<file path="src/rtl/sap_ctrl_pkg.sv">
// Shared constants for the SAP controller-sequencer: opcodes, T-state encoding
// and control-word bit positions.
package sap_ctrl_pkg;

  localparam int OPCODE_W = 4;
  localparam int NUM_T    = 6;

  localparam logic [OPCODE_W-1:0] OP_LDA = 4'b0000;
  localparam logic [OPCODE_W-1:0] OP_ADD = 4'b0001;
  localparam logic [OPCODE_W-1:0] OP_SUB = 4'b0010;
  localparam logic [OPCODE_W-1:0] OP_STA = 4'b0011;
  localparam logic [OPCODE_W-1:0] OP_JMP = 4'b0100;
  localparam logic [OPCODE_W-1:0] OP_JC  = 4'b0101;
  localparam logic [OPCODE_W-1:0] OP_JZ  = 4'b0110;
  localparam logic [OPCODE_W-1:0] OP_OUT = 4'b1110;
  localparam logic [OPCODE_W-1:0] OP_HLT = 4'b1111;

  // One-hot positions; bits [TS_T6:TS_BOOT] double as the debug tstate bus.
  localparam int TS_BOOT = 0;
  localparam int TS_T1   = 1;
  localparam int TS_T6   = 6;
  localparam int TS_HALT = 7;
  localparam int TS_W    = 8;

  typedef enum logic [TS_W-1:0] {
    ST_BOOT = 8'b0000_0001,
    ST_T1   = 8'b0000_0010,
    ST_T2   = 8'b0000_0100,
    ST_T3   = 8'b0000_1000,
    ST_T4   = 8'b0001_0000,
    ST_T5   = 8'b0010_0000,
    ST_T6   = 8'b0100_0000,
    ST_HALT = 8'b1000_0000
  } state_t;

  localparam int CW_CP = 0;
  localparam int CW_LP = 1;
  localparam int CW_LM = 2;
  localparam int CW_CE = 3;
  localparam int CW_WE = 4;
  localparam int CW_LI = 5;
  localparam int CW_EI = 6;
  localparam int CW_LA = 7;
  localparam int CW_EA = 8;
  localparam int CW_LB = 9;
  localparam int CW_EU = 10;
  localparam int CW_SU = 11;
  localparam int CW_LO = 12;
  localparam int CW_W  = 13;

  function automatic logic [CW_W-1:0] cwBit(input int idx);
    return CW_W'(1) << idx;
  endfunction

endpackage

</file>
<file path="src/rtl/sap_ring_counter.sv">
// One-hot T-state ring: BOOT, T1..T6, with run-hold and a terminal HALT state
// that only reset can leave.
module sap_ring_counter
  import sap_ctrl_pkg::*;
(
  input  logic   i_clk,
  input  logic   i_rst,
  input  logic   i_run,
  input  logic   i_halt_req,
  output state_t o_state
);

  state_t r_state;

  // BOOT always advances; T4 diverts to HALT when the decoded opcode is HLT.
  always_ff @(posedge i_clk) begin
    if (i_rst) begin
      r_state <= ST_BOOT;
    end else begin
      case (r_state)
        ST_BOOT: r_state <= ST_T1;
        ST_T1:   if (i_run) r_state <= ST_T2;
        ST_T2:   if (i_run) r_state <= ST_T3;
        ST_T3:   if (i_run) r_state <= ST_T4;
        ST_T4:   if (i_run) r_state <= i_halt_req ? ST_HALT : ST_T5;
        ST_T5:   if (i_run) r_state <= ST_T6;
        ST_T6:   if (i_run) r_state <= ST_T1;
        ST_HALT: r_state <= ST_HALT;
        default: r_state <= ST_BOOT;
      endcase
    end
  end

  assign o_state = r_state;

endmodule

</file>
<file path="src/rtl/sap_controller_sequencer.sv">
// SAP controller-sequencer: decodes ring state, opcode and flags into the PC
// controls and the register-file control word.
module sap_controller_sequencer
  import sap_ctrl_pkg::*;
(
  input  logic                i_clk,
  input  logic                i_rst,
  input  logic                i_run,
  input  logic [OPCODE_W-1:0] i_opcode,
  input  logic                i_carry,
  input  logic                i_zero,
  output logic                o_pc_clr_n,
  output logic                o_pc_cp,
  output logic                o_pc_ep,
  output logic                o_pc_lp,
  output logic                o_lm,
  output logic                o_ce,
  output logic                o_we,
  output logic                o_li,
  output logic                o_ei,
  output logic                o_la,
  output logic                o_ea,
  output logic                o_lb,
  output logic                o_eu,
  output logic                o_su,
  output logic                o_lo,
  output logic                o_halted,
  output logic [NUM_T:0]      o_tstate
);

  state_t          w_state;
  logic [CW_W-1:0] w_cw;
  logic [CW_W-1:0] w_cw_gated;
  logic            w_active;

  sap_ring_counter u_ring (
    .i_clk      (i_clk),
    .i_rst      (i_rst),
    .i_run      (i_run),
    .i_halt_req (i_opcode == OP_HLT),
    .o_state    (w_state)
  );

  // Raw micro-ops per state; run/reset gating is applied afterwards.
  always_comb begin
    w_cw = '0;
    case (w_state)
      ST_T1: w_cw = cwBit(CW_LM);
      ST_T2: w_cw = cwBit(CW_CP);
      ST_T3: w_cw = cwBit(CW_CE) | cwBit(CW_LI);
      ST_T4: begin
        case (i_opcode)
          OP_LDA, OP_ADD, OP_SUB, OP_STA: w_cw = cwBit(CW_EI) | cwBit(CW_LM);
          OP_JMP: w_cw = cwBit(CW_EI) | cwBit(CW_LP);
          OP_JC:  w_cw = cwBit(CW_EI) | (i_carry ? cwBit(CW_LP) : '0);
          OP_JZ:  w_cw = cwBit(CW_EI) | (i_zero ? cwBit(CW_LP) : '0);
          OP_OUT: w_cw = cwBit(CW_EA) | cwBit(CW_LO);
          default: w_cw = '0;
        endcase
      end
      ST_T5: begin
        case (i_opcode)
          OP_LDA:         w_cw = cwBit(CW_CE) | cwBit(CW_LA);
          OP_ADD, OP_SUB: w_cw = cwBit(CW_CE) | cwBit(CW_LB);
          OP_STA:         w_cw = cwBit(CW_EA) | cwBit(CW_WE);
          default:        w_cw = '0;
        endcase
      end
      ST_T6: begin
        case (i_opcode)
          OP_ADD:  w_cw = cwBit(CW_EU) | cwBit(CW_LA);
          OP_SUB:  w_cw = cwBit(CW_EU) | cwBit(CW_SU) | cwBit(CW_LA);
          default: w_cw = '0;
        endcase
      end
      default: w_cw = '0;
    endcase
  end

  assign w_active   = ~i_rst & i_run;
  assign w_cw_gated = w_cw & {CW_W{w_active}};

  assign o_pc_cp = w_cw_gated[CW_CP];
  assign o_pc_lp = w_cw_gated[CW_LP];
  assign o_lm    = w_cw_gated[CW_LM];
  assign o_ce    = w_cw_gated[CW_CE];
  assign o_we    = w_cw_gated[CW_WE];
  assign o_li    = w_cw_gated[CW_LI];
  assign o_ei    = w_cw_gated[CW_EI];
  assign o_la    = w_cw_gated[CW_LA];
  assign o_ea    = w_cw_gated[CW_EA];
  assign o_lb    = w_cw_gated[CW_LB];
  assign o_eu    = w_cw_gated[CW_EU];
  assign o_su    = w_cw_gated[CW_SU];
  assign o_lo    = w_cw_gated[CW_LO];

  // The PC registers ep, so it is raised one state ahead of the T1 bus slot.
  assign o_pc_ep = ~i_rst & ((w_state == ST_BOOT) | (w_state == ST_T6) |
                             ((w_state == ST_T1) & ~i_run));

  assign o_pc_clr_n = ~i_rst;
  assign o_halted   = ~i_rst & (w_state == ST_HALT);
  assign o_tstate   = i_rst ? 7'b000_0001 : w_state[TS_T6:TS_BOOT];

endmodule
</file>
<file path="config.mk">
export PLATFORM = sky130hd
export DESIGN_NAME = sap_controller_sequencer
export DESIGN_NICKNAME = d
export VERILOG_FILES = /design/src/rtl/sap_ctrl_pkg.sv /design/src/rtl/sap_ring_counter.sv /design/src/rtl/sap_controller_sequencer.sv
export SDC_FILE = /design/constraint.sdc
export NUM_CORES = 1
export LEC_CHECK = 0
export ABC_AREA = 1
export BUFFER_PORTS_ARGS = -buffer_cell sky130_fd_sc_hd__buf_2
export CELL_PAD_IN_SITES_DETAIL_PLACEMENT = 0
export CELL_PAD_IN_SITES_GLOBAL_PLACEMENT = 1
export CORE_MARGIN = 4
export CORE_UTILIZATION = 27
export CTS_CLUSTER_SIZE = 20
export DETAILED_ROUTE_END_ITERATION = 8
export GPL_TIMING_DRIVEN = 0
export PLACE_DENSITY_LB_ADDON = 0.05
export SLEW_MARGIN = 20
export SYNTH_ARGS = -nofsm -noshare
export SYNTH_HDL_FRONTEND = slang
export SYNTH_SLANG_ARGS = --single-unit
</file>
<file path="constraint.sdc">
create_clock -name i_clk -period 2.05 [get_ports i_clk]
set_clock_uncertainty 0.2 [all_clocks]
set_input_delay 0.615 -clock i_clk [delete_from_list [all_inputs] [get_ports i_clk]]
set_output_delay 0.615 -clock i_clk [all_outputs]
set_load 0.005 [all_outputs]
</file>
# Yosys cells after proc, flatten, opt, wreduce, memory -nomap -nowiden
# Cells that the tools add are included.
# totals
register_bits,8
in_bits,9
# op_classes
n_eq_ne,22
muxes,15
bitwise_logic,9
reduce_logical,4
# ops
op,n
$pmux W13 S6,1
$pmux W13 S5,1
$pmux W8 S8,1
$mux W8,7
$pmux W10 S3,1
$pmux W12 S2,1
$and A13 B13 Y13,1
$eq A4 B3 Y1 const B,3
$ne A2 B2 Y1 const B,6
$eq A4 B2 Y1 const B,2
$eq A4 B4 Y1 const B,2
$eq A8 B1 Y1 const B,1
$eq A8 B2 Y1 const B,1
$eq A8 B3 Y1 const B,1
$eq A8 B4 Y1 const B,1
$eq A8 B5 Y1 const B,1
$eq A8 B6 Y1 const B,1
$eq A8 B7 Y1 const B,1
$eq A8 B8 Y1 const B,1
$mux W7,1
$reduce_and A6 Y1,1
$and A1 B1 Y1,4
$eq A4 B1 Y1 const B,1
$logic_not A4 Y1,1
5 further kinds,8

# Depth between registers and ports, before layout
# Gate-level depths: netlist of the first run.
# logic_depth
word_depth,5
mapped_depth,10
mapped_depth_nobuf,10

# Hierarchy
# A second synthesis of the first run with hierarchy kept.
# unflattened
cells_unflattened,189
hier_area_um2,1066.0
# by_module_without_submodules
mod,n_inst,cells_per_inst,area_per_inst_um2,seq_area_each_um2
sap_ring_counter,1,101,589.3,160.2
sap_controller_sequencer,1,88,476.7,0.0

# Worst setup path after synthesis of the first run
# Ideal clock, no wire load.
# synth_path
path_kind,input to output
startpoint,in i_opcode[3]
endpoint,out o_la
arrival_time_ps,1341
path_slack_ps,-106
path_stages,6
cell_sequence,nor2_1 nand2_1 a21oi_1 inv_1 or2_1 o21ai_1
# synth_between
elab_chain_len,5
elab_cells_between_ends,9
cone_classes,eq/ne: 3; mux: 3; bitwise: 1; reduce/logical: 2
# synth_lines
element,line,source
from (decl),sap_controller_sequencer.sv:9,"input logic [OPCODE_W-1:0] i_opcode,"
$eq A4 B2 Y1 or $eq A4 B1 Y1 (tied branches),"sap_controller_sequencer.sv:62, sap_controller_sequencer.sv:70",
$reduce_or A2 Y1,sap_controller_sequencer.sv:62,case (i_opcode)
$pmux W10 S3,sap_controller_sequencer.sv:62,
$pmux W13 S6 (*),sap_controller_sequencer.sv:47,case (w_state)
$and A13 B13 Y13 (*),sap_controller_sequencer.sv:81,assign w_cw_gated = w_cw & {CW_W{w_active}};
to (decl),sap_controller_sequencer.sv:21,"output logic o_la,"
# Mark *: on every way between the ends. The rest lies on a longest branch, timed or not.

# Worst setup path after layout of the first run
# layout_path
startpoint,reg u_ring.r_state[2] (netlist: u_ring.o_state[2])
endpoint,out o_la
# layout_between
elab_chain_len,3
elab_cells_between_ends,8
cone_classes,eq/ne: 6; mux: 1; bitwise: 1
# layout_lines
element,line,source
from (decl),sap_ring_counter.sv:13,state_t r_state;
from (signal assigned),sap_ring_counter.sv:25,ST_T4: if (i_run) r_state <= i_halt_req ? ST_HALT : ST_T5;
"$eq A8 B7 Y1, or another cell as far along",sap_controller_sequencer.sv:47,
$pmux W13 S6 (*),sap_controller_sequencer.sv:47,
$and A13 B13 Y13 (*),sap_controller_sequencer.sv:81,
# Marked as above.

==> results.tsv, run 1 <==
stage	metric	value	unit
finish	Final Util	48.2	%
worst_hold_path	Hold Path Class	flop to flop	
timing	Slew @ Worst Pin	0.263	ns
setup_path	r2r worst-path depth	12	
grt	first-pass GRT wire length	4020	um
yosys	unique cell type count in the Yosys netlist	25	
timing	RSZ-0062 raised after global routing	yes	
route	final WL	2580	um
floorplanning	row count	19	
route	# DRC	0	
power	pwr/cell area	537	nW/um^2
placement	area post-placement	973	sq um
run	number of max-cap violations	0	
setup_path	CP Data Required Time	1.23	ns
route	drt via density	4.61	
grt	antenna violations before repair	0	
finish	fin area	1320	sq um
yosys	number of synthesized register bits	8	
power	Peak VDD IR	0.000453	V
clocking	Clock Latency Late Sink	0.26	ns
clocking	clock buffer count from CTS	3	
power	Leak Pwr	0.727	nW
placement	placed insts	198	
route	DR WL/cell	11.6	um
setup_path	R2R Setup Slk	0.46	ns
floorplanning	die area	3770	sq um
placement	gp weighted congestion	0.732	
finish	# diodes	0	
timing	Slew headroom	82.3	%
route	Post-DRT Antenna Nets	0	
yosys	Synth Cell Area	769	sq um
yosys	area leader, netlist	dfxtp_1	
grt	total gr overflow	0	
worst_hold_path	Hold Crit Endpoint	u_ring.o_state[4]	
run_status	failing checks	negative setup slack	
timing	post-layout min period	2.41	ns
setup_path	crit path kind	flop to primary output	
route	Initial DRC Count	18	
route	vias	1028	
grt	Tot GR Track Use	14.0	%
setup_path	reg2reg end	u_ring.o_state[5]	
placement	worst slack, placed	-0.342	ns
clocking	clock transition at the registers of the reported paths	0.06	ns
placement	IO buf count	31	
finish	share of cells above drive strength 1	58.3	%
yosys	number of synthesized flops with an enable pin	0	
clocking	H-tree depth	1	
grt	vias in the first global route	974	
yosys	Post-Synthesis Cells	136	
worst_hold_path	WHS Path Cells	4	
floorplanning	Die W	61.4	um
grt	largest net degree at the start of global routing	11	
timing	Max Slew Vio Count	0	
yosys	syn nets	145	
route	drt pass-1 iters	4	
setup_path	Worst Path Arrival	1.59	ns
yosys	synth cell count leaders	35 x nand2_1, 25 x nor2_1, 13 x inv_2, 13 x nand3_1, 12 x inv_1	
clocking	CTS tree	done	
timing	final worst slack	-0.360	ns
setup_path	CP Max Fanout	4	
floorplanning	initial core utilization	28.1	%
yosys	Synth warnings	0	
yosys	post-synthesis sequential area ratio	20.8	%
timing	Tcrit/Tclk final	118	%
floorplanning	die height	61.4	um
finish	Area growth syn-to-layout	71.4	%
finish	Fillers	303	
clocking	clk sink count	8	
finish	Final Non-Filler Cells	223	
placement	DP Wirelength	1970	um
timing	# setup viols final	15	
yosys	Area contributors post-synth	dfxtp_1 21%, nand2_1 17%, nor2_1 12%	
clocking	CTS root buffer	clkbuf_4	
timing	final number of hold-violating endpoints	0	
clocking	CTS max path bufs	2	
finish	max FFs per register	8	
yosys	leading cell type by number of instances after synthesis	nand2_1	
setup_path	CP Launch Type	flop	
finish	Layout Nets	203	
yosys	area share of the largest cell type after synthesis	20.8	%
yosys	top_reg_cell synth	dfxtp_1	
timing	WHS	0.395	ns
floorplanning	Core ar.	2730	sq um
worst_hold_path	hold path startpoint	u_ring.o_state[4]	
setup_path	CP endpoint kind	primary output	
yosys	average size of a mapped cell	5.66	sq um
timing	FMAX	0.415	GHz
setup_path	Reg-to-Reg Start	u_ring.o_state[0]	
floorplanning	IO Count	32	
run_status	run status	finished, violations left	
yosys	ys async rst share	0	%
==> critical path: stages (launching register included) <==
cell	delay, ns
dfxtp_2	0.32
inv_2	0.07
nand2_4	0.06
nor2_4	0.18
nand2_2	0.08
inv_2	0.08
nand3_2	0.08
or2_1	0.26
o21ai_1	0.08
buf_2	0.12
==> worst max-delay path by stage <==
stage	cells after the start	startpoint	endpoint
6_report	9	u_ring.o_state[2]	o_la
5_1_grt	9	u_ring.o_state[2]	o_la
4_1_cts	9	u_ring.o_state[0]	o_la
3_5_place_dp	6	i_rst	o_la
3_3_place_gp	6	i_rst	o_la
2_1_floorplan	6	i_opcode[3]	o_la
==> power by group <==
part           switching, mW  internal, mW  total [mW]
registers             0.0194         0.181       0.201
logic                  0.204         0.176       0.380
clock network         0.0601        0.0674       0.128
==> cells by family (layout without fill, tap and decap cells) <==
logic type             count (synthesis)  after routing  synth area share, %
and+or+nand+nor                       91             91                 58.2
DFF                                    8              8                 20.8
buffers and inverters                 26             82                 12.7
AOI/OAI and AO/OA                     10             10                 6.99
muxes                                  1              1                 1.30
==> layer usage <==
metal	track usage [%]	part of all wire [%]	vias to the layer above	wire length, um
li1	-	-	537	-
met1	16.7	42	458	1070
met2	26.6	52	29	1330
met3	1.26	5.5	4	142
met4	3.64	1.3	0	33
met5	0	0	-	0
==> cell type report <==
class	count	area, sq um	area share (%)
Multi-Input combinational cell	102	603	45.7
Timing Repair Buffer	53	359	27.2
Sequential cell	8	166	12.6
Inverter	25	115	8.73
Tap cell	31	38.8	2.94
Clock buffer	3	22.5	1.71
Buffer	1	13.8	1.04
==> cells in the final DEF, fill, tap and decap left out, drive strengths merged <==
cell type,instances
a211oi,1
a21oi,4
a31oi,1
buf,53
clkbuf,4
clkinvlp,1
dfxtp,8
inv,24
mux2i,1
nand2,42
nand3,14
nand4,1
nor2,28
nor3,2
nor4,2
o21ai,4
or2,2
==> stage by stage <==
stage / TNS [ns] / power (mW)
global placement: -4.04 / 0.455
finish: -3.43 / 0.708
detailed placement: -3.86 / 0.455
floorplan: -0.00231 / 0.381
global route: -4.65 / 0.759
CTS: -3.04 / 0.667
==> timing repair <==
| item | in CTS | in global routing |
|---|---|---|
| buffers inserted | 10 | 12 |
| cloned | 0 | 0 |
| pin swaps | 11 | 10 |
| setup endpoints to repair | 20 | 17 |
| hold buffers | 0 | 0 |
| resized for setup | 33 | 18 |
Power figures use the tool's default switching activity.
==> run 2, diff against run 1 <==
--- a/config.mk
+++ b/config.mk
@@ -7,7 +7,7 @@
 export LEC_CHECK = 0
 export ABC_AREA = 1
 export BUFFER_PORTS_ARGS = -buffer_cell sky130_fd_sc_hd__buf_2
-export CELL_PAD_IN_SITES_DETAIL_PLACEMENT = 0
+export CELL_PAD_IN_SITES_DETAIL_PLACEMENT = 1
 export CELL_PAD_IN_SITES_GLOBAL_PLACEMENT = 1
 export CORE_MARGIN = 4
 export CORE_UTILIZATION = 27
@@ -15,6 +15,8 @@
 export DETAILED_ROUTE_END_ITERATION = 8
 export GPL_TIMING_DRIVEN = 0
 export PLACE_DENSITY_LB_ADDON = 0.05
+export SKIP_CTS_REPAIR_TIMING = 1
+export SKIP_LAST_GASP = 1
 export SLEW_MARGIN = 20
 export SYNTH_ARGS = -nofsm -noshare
 export SYNTH_HDL_FRONTEND = slang
==> results.tsv, run 2 (synthesized netlist as in run 1, its figures left out) <==
stage	metric	value	unit	change
route	vias	1030		+0.19%
finish	commonest cells after routing, fill and taps aside	30 x nand2_1, 28 x buf_2, 19 x nor2_1, 15 x buf_4, 13 x inv_2		
finish	footprint of the multi-input gates	623	sq um	+3.3%
setup_path	crit-path leading delay family	simple AND/OR/NAND/NOR gates		
clocking	CTS max path bufs	2		unchanged
finish	Final Non-Filler Cells	216		-3.1%
grt	first-pass GRT wire length	4330	um	+7.7%
setup_path	crit path kind	flop to primary output		
timing	final worst slack	-0.402	ns	-0.0425 ns
grt	Tot GR Track Use	15.4	%	+1.5 points
timing	setup TNS	-3.39	ns	+0.0346 ns
run_status	failing checks	negative setup slack		
route	final WL	2780	um	+8.0%
setup_path	Largest stage delay, worst path	0.33	ns	about the same
finish	fin area	1260	sq um	-4.7%
worst_hold_path	Hold Path Class	flop to flop		
setup_path	crit path max-delay cell type	dfxtp_2		
run_status	run status	finished, violations left		
power	total chip power	681	uW	-3.7%
timing	Slew @ Worst Pin	0.253	ns	-0.00980 ns
clocking	Clock Latency Late Sink	0.26	ns	about the same
setup_path	CP Launch Type	flop		
floorplanning	Die W	61.4	um	unchanged
setup_path	CP Max Fanout	4		unchanged
route	Initial DRC Count	16		-2
clocking	clock buffer count from CTS	3		unchanged
placement	gp weighted congestion	0.732		unchanged
floorplanning	row count	19		unchanged
setup_path	critical-path cell list	inv_2 -> nand2_2 -> nor2_4 -> nand2_2 -> inv_2 -> nand3_2 -> or2_1 -> o21ai_1 -> buf_2		
floorplanning	IO Count	32		unchanged
timing	Max Slew Vio Count	0		unchanged
placement	placed insts	198		unchanged
setup_path	CP endpoint kind	primary output		
power	pwr/cell area	542	nW/um^2	+1.1%
route	drt pass-1 iters	2		-2
finish	commonest non-fill, non-tap cell in the layout	nand2_1		
grt	vias in the first global route	996		+2.3%
timing	post-layout min period	2.45	ns	+0.0425 ns
floorplanning	Core ar.	2730	sq um	unchanged
floorplanning	die height	61.4	um	unchanged
route	Post-DRT Antenna Nets	0		unchanged
clocking	CTS root buffer	clkbuf_4		
placement	DP Wirelength	2140	um	+8.5%
placement	IO buf count	31		unchanged
floorplanning	initial core utilization	28.1	%	unchanged
floorplanning	die area	3770	sq um	unchanged
route	# DRC	0		unchanged
finish	Area growth syn-to-layout	63.3	%	
finish	Layout Nets	196		-3.4%
timing	final number of hold-violating endpoints	0		unchanged
grt	largest net degree at the start of global routing	11		unchanged
setup_path	number of buffers and inverters on the critical path	3		unchanged
finish	# diodes	0		unchanged
setup_path	CP Data Required Time	1.23	ns	about the same
finish	share of cells above drive strength 1	55.1	%	-3.2 points
finish	Fillers	368		+21%
power	Leak Pwr	0.700	nW	-3.6%
timing	# setup viols final	15		unchanged
run	number of max-cap violations	0		unchanged
finish	Final Util	45.9	%	-2.3 points
grt	total gr overflow	0		unchanged
route	DR WL/cell	12.9	um	+12%
finish	Sequential Area	166	sq um	unchanged
clocking	clk sink count	8		unchanged
route	drt via density	4.77		+3.4%
timing	RSZ-0062 raised after global routing	yes		
placement	area post-placement	973	sq um	unchanged
finish	max FFs per register	8		unchanged
clocking	H-tree depth	1		unchanged
power	Peak VDD IR	0.000453	V	about the same
setup_path	Worst Path Arrival	1.64	ns	+0.05 ns
clocking	clock transition at the registers of the reported paths	0.06	ns	about the same
clocking	CTS tree	done		
timing	Slew headroom	83.0	%	+0.66 points
timing	Tcrit/Tclk final	120	%	+2.1 points
timing	FMAX	0.408	GHz	-1.7%
grt	antenna violations before repair	0		unchanged
[run 2: cell types whose count changed in the layout (fill, tap and decap cells not counted), sizes merged]
cell | before | now
buf | 53 | 47
inv | 24 | 25
clkinvlp | 1 | 0
clkbuf | 4 | 3
[run 2: power breakdown]
| part | switching, mW | internal [mW] | leakage (nW) |
|---|---|---|---|
| Sequential | 0.0196 | 0.181 | 0.0667 |
| Combinational | 0.204 | 0.148 | 0.620 |
| Clock | 0.0617 | 0.0676 | 0.0138 |
| Total | 0.285 | 0.396 | 0.700 |
[run 2: worst paths after layout]
path	slack (ns)	from	endpoint	cells past startpoint
worst min-delay path	0.41	u_ring.o_state[4]	u_ring.o_state[4]	4
worst max-delay path	-0.40	u_ring.o_state[1]	o_la	9
worst max register to register	0.42	u_ring.o_state[1]	u_ring.o_state[5]	11
worst min register to register	0.41	u_ring.o_state[4]	u_ring.o_state[4]	4
[run 2: layout make-up]
type	instances	area share, %
inverters	25	8.27
repair buffers	46	23.1
flip-flops and latches	8	13.2
clock buffers	3	1.79
plain buffers	1	0.896
multi-input cells	102	49.6
well taps	31	3.09
[run 2: routing by layer]
| metal | up-vias | part of all wire, % | GRT usage (%) |
|---|---|---|---|
| li1 | 524 | - | - |
| met1 | 475 | 41 | 19.4 |
| met2 | 27 | 53 | 27.2 |
| met3 | 4 | 4.7 | 1.68 |
| met4 | 0 | 1.5 | 5.45 |
| met5 | - | 0 | 0 |
[run 2: metrics by stage]
step	hold slack, ns	setup WS (ns)
6_report	0.410	-0.402
5_1_grt	0.456	-0.531
3_3_place_gp	0.379	-0.353
4_1_cts	0.407	-0.490
3_5_place_dp	0.398	-0.359
2_1_floorplan	0.364	-0.00231
[run 2: worst min-delay path, delay by kind of cell, from the launching register on]
kind / cells / cell delay, ns
AND/OR/NAND/NOR: 3 / 0.16
buffers and inverters: 1 / 0.08
flip-flops: 1 / 0.33
==> run 3, diff against run 2 <==
--- a/config.mk
+++ b/config.mk
@@ -10,7 +10,7 @@
 export CELL_PAD_IN_SITES_DETAIL_PLACEMENT = 1
 export CELL_PAD_IN_SITES_GLOBAL_PLACEMENT = 1
 export CORE_MARGIN = 4
-export CORE_UTILIZATION = 27
+export CORE_UTILIZATION = 30
 export CTS_CLUSTER_SIZE = 20
 export DETAILED_ROUTE_END_ITERATION = 8
 export GPL_TIMING_DRIVEN = 0
@@ -20,4 +20,5 @@
 export SLEW_MARGIN = 20
 export SYNTH_ARGS = -nofsm -noshare
 export SYNTH_HDL_FRONTEND = slang
+export SYNTH_HIERARCHICAL = 1
 export SYNTH_SLANG_ARGS = --single-unit
==> results.tsv, run 3 <==
stage	metric	value	unit	change
setup_path	CP Max Fanout	7		+3
run_status	run status	finished, violations left		
route	final WL	3430	um	+23%
clocking	CTS root buffer	clkbuf_4		
placement	gp weighted congestion	0.799		+9.2%
route	drt via density	4.75		-0.48%
yosys	syn nets	198		+37%
grt	first-pass GRT wire length	5510	um	+27%
timing	# setup viols final	14		-1
yosys	synth cell count leaders	44 x nor2_1, 38 x nand2_1, 27 x inv_1		
route	drt pass-1 iters	4		+2
route	Post-DRT Antenna Nets	0		unchanged
yosys	area share of the largest cell type after synthesis	15.5	%	-5.3 points
power	pwr/cell area	692	nW/um^2	+28%
clocking	CTS tree	done		
finish	Fillers	470		+28%
route	Initial DRC Count	48		+32
yosys	number of synthesized register bits	8		unchanged
clocking	clk sink count	8		unchanged
yosys	top_reg_cell synth	dfxtp_1		
finish	Final Util	43.3	%	-2.6 points
finish	max FFs per register	8		unchanged
yosys	unique cell type count in the Yosys netlist	22		-12%
placement	IO buf count	31		unchanged
finish	commonest non-fill, non-tap cell in the layout	nor2_1		
setup_path	Worst Path Arrival	1.47	ns	-0.17 ns
power	Leak Pwr	0.727	nW	+3.8%
floorplanning	Die W	67.6	um	+10%
setup_path	CP endpoint kind	primary output		
floorplanning	Core ar.	3390	sq um	+24%
yosys	post-synthesis adder-cell area fraction	0	%	unchanged
yosys	Area contributors post-synth	nor2_1 15%, dfxtp_1 15%, nand2_1 13%		
setup_path	crit-path leading delay family	simple AND/OR/NAND/NOR gates		
clocking	clock transition at the registers of the reported paths	0.05	ns	about the same
timing	Tcrit/Tclk final	111	%	-8.4 points
route	vias	1324		+29%
clocking	clock buffer count from CTS	3		unchanged
finish	footprint of the multi-input gates	801	sq um	+29%
setup_path	R2R Setup Slk	0.36	ns	-0.06 ns
timing	Max Slew Vio Count	0		unchanged
placement	DP Wirelength	2830	um	+32%
grt	total gr overflow	0		unchanged
floorplanning	initial core utilization	31.5	%	+3.3 points
route	DR WL/cell	12.3	um	-4.7%
finish	fin area	1470	sq um	+17%
yosys	post-synthesis sequential area ratio	15.0	%	-5.8 points
placement	area post-placement	1280	sq um	+31%
timing	Slew @ Worst Pin	0.307	ns	+0.0541 ns
yosys	Synth Area in Compound Gates	8.45	%	+1.5 points
worst_hold_path	Hold Path Class	flop to flop		
yosys	number of synthesized flops with an enable pin	0		unchanged
clocking	H-tree depth	1		unchanged
grt	vias in the first global route	1301		+31%
yosys	post-synthesis mux area share	0	%	-1.3 points
grt	Tot GR Track Use	15.6	%	+0.13 points
yosys	Synth Area in Simple Gates	64.1	%	+5.9 points
yosys	Post-Synthesis Cells	189		+39%
timing	RSZ-0062 raised after global routing	yes		
setup_path	CP most frequent cell	nor2_4		
setup_path	CP Launch Type	flop		
clocking	Clock Latency Late Sink	0.26	ns	about the same
finish	Sequential Area	180	sq um	+8.3%
yosys	leading cell type by number of instances after synthesis	nor2_1		
setup_path	crit path max-delay cell type	dfxtp_2		
yosys	area leader, netlist	nor2_1		
floorplanning	die area	4570	sq um	+21%
setup_path	critical-path cell list	nor2_4 -> nand2_1 -> nor2_4 -> nand3_2 -> a211oi_2 -> buf_2		
timing	WHS	0.342	ns	-0.0677 ns
grt	antenna violations before repair	0		unchanged
timing	Slew headroom	79.4	%	-3.6 points
yosys	main combinational cell family by area after synthesis	simple AND/OR/NAND/NOR gates		
finish	share of cells above drive strength 1	41.6	%	-14 points
route	# DRC	0		unchanged
timing	final worst slack	-0.231	ns	+0.171 ns
finish	Layout Nets	244		+24%
timing	FMAX	0.438	GHz	+7.5%
setup_path	crit path kind	flop to primary output		
floorplanning	IO Count	32		unchanged
yosys	average size of a mapped cell	5.64	sq um	-0.31%
timing	final number of hold-violating endpoints	0		unchanged
finish	# diodes	0		unchanged
timing	post-layout min period	2.28	ns	-0.171 ns
setup_path	Largest stage delay, worst path	0.36	ns	+0.03 ns
grt	largest net degree at the start of global routing	10		-1
power	Peak VDD IR	0.000408	V	-9.9%
yosys	Synth Cell Area	1070	sq um	+39%
setup_path	CP Data Required Time	1.23	ns	about the same
yosys	Post-Synth XOR/XNOR Area	0	%	unchanged
timing	setup TNS	-2.16	ns	+1.23 ns
clocking	CTS max path bufs	2		unchanged
setup_path	number of buffers and inverters on the critical path	1		-2
yosys	Synth warnings	6		+6
finish	Area growth syn-to-layout	37.8	%	
finish	commonest cells after routing, fill and taps aside	44 x nor2_1, 35 x nand2_1, 27 x buf_2, 22 x inv_1, 15 x nand3_1		
floorplanning	row count	21		+2
run	number of max-cap violations	0		unchanged
run_status	failing checks	negative setup slack		
floorplanning	die height	67.6	um	+10%
yosys	ys async rst share	0	%	unchanged
## run 3: final timing paths
check                          from                 to  cells past startpoint
hold reg to reg   u_ring/o_state[4]  u_ring/o_state[4]                      2
setup / recovery  u_ring/o_state[7]            o_pc_lp                      6
hold / removal    u_ring/o_state[4]  u_ring/o_state[4]                      2
setup reg to reg  u_ring/o_state[1]  u_ring/o_state[5]                      9
## run 3: cells by family after synthesis
kind of cell | after synthesis
AOI/OAI and AO/OA | 12
buffers and inverters | 35
DFF | 8
and+or+nand+nor | 134
## run 3: power breakdown
group	leakage [nW]	total [mW]	switching [mW]	internal (mW)
Combinational	0.644	0.621	0.385	0.236
Sequential	0.0694	0.274	0.0747	0.199
Clock	0.0138	0.122	0.0547	0.0671
## run 3: layer usage
| layer | track usage (%) | wire length (um) | up-vias | part of all wire (%) |
|---|---|---|---|---|
| met3 | 1.83 | 111 | 4 | 3.2 |
| met1 | 17.1 | 1430 | 621 | 42 |
| met5 | 0 | 0 | - | 0 |
| li1 | - | - | 676 | - |
| met2 | 30.1 | 1860 | 23 | 54 |
| met4 | 5.32 | 32 | 0 | 0.93 |
## run 3: metrics by stage
step | worst slack [ns] | total power, mW | cells
2_1_floorplan | 0.00341 | 0.686 | 189
3_3_place_gp | -0.315 | 0.812 | 266
3_5_place_dp | -0.368 | 0.832 | 266
4_1_cts | -0.448 | 0.960 | 269
5_1_grt | -0.370 | 1.13 | 279
6_report | -0.231 | 1.02 | 279
## run 3: area by class of cell
type / instances / area share, %
clock buffers: 3 / 1.53
inverters: 34 / 9.37
multi-input cells: 146 / 54.5
flip-flops and latches: 8 / 12.3
well taps: 46 / 3.92
repair buffers: 42 / 18.4
## run 3: worst register-to-register path: cells and delay by family (launching register included)
kind,cells,cell delay (ns)
flops,1,0.37
buf+inv,1,0.16
simple gates,8,0.84
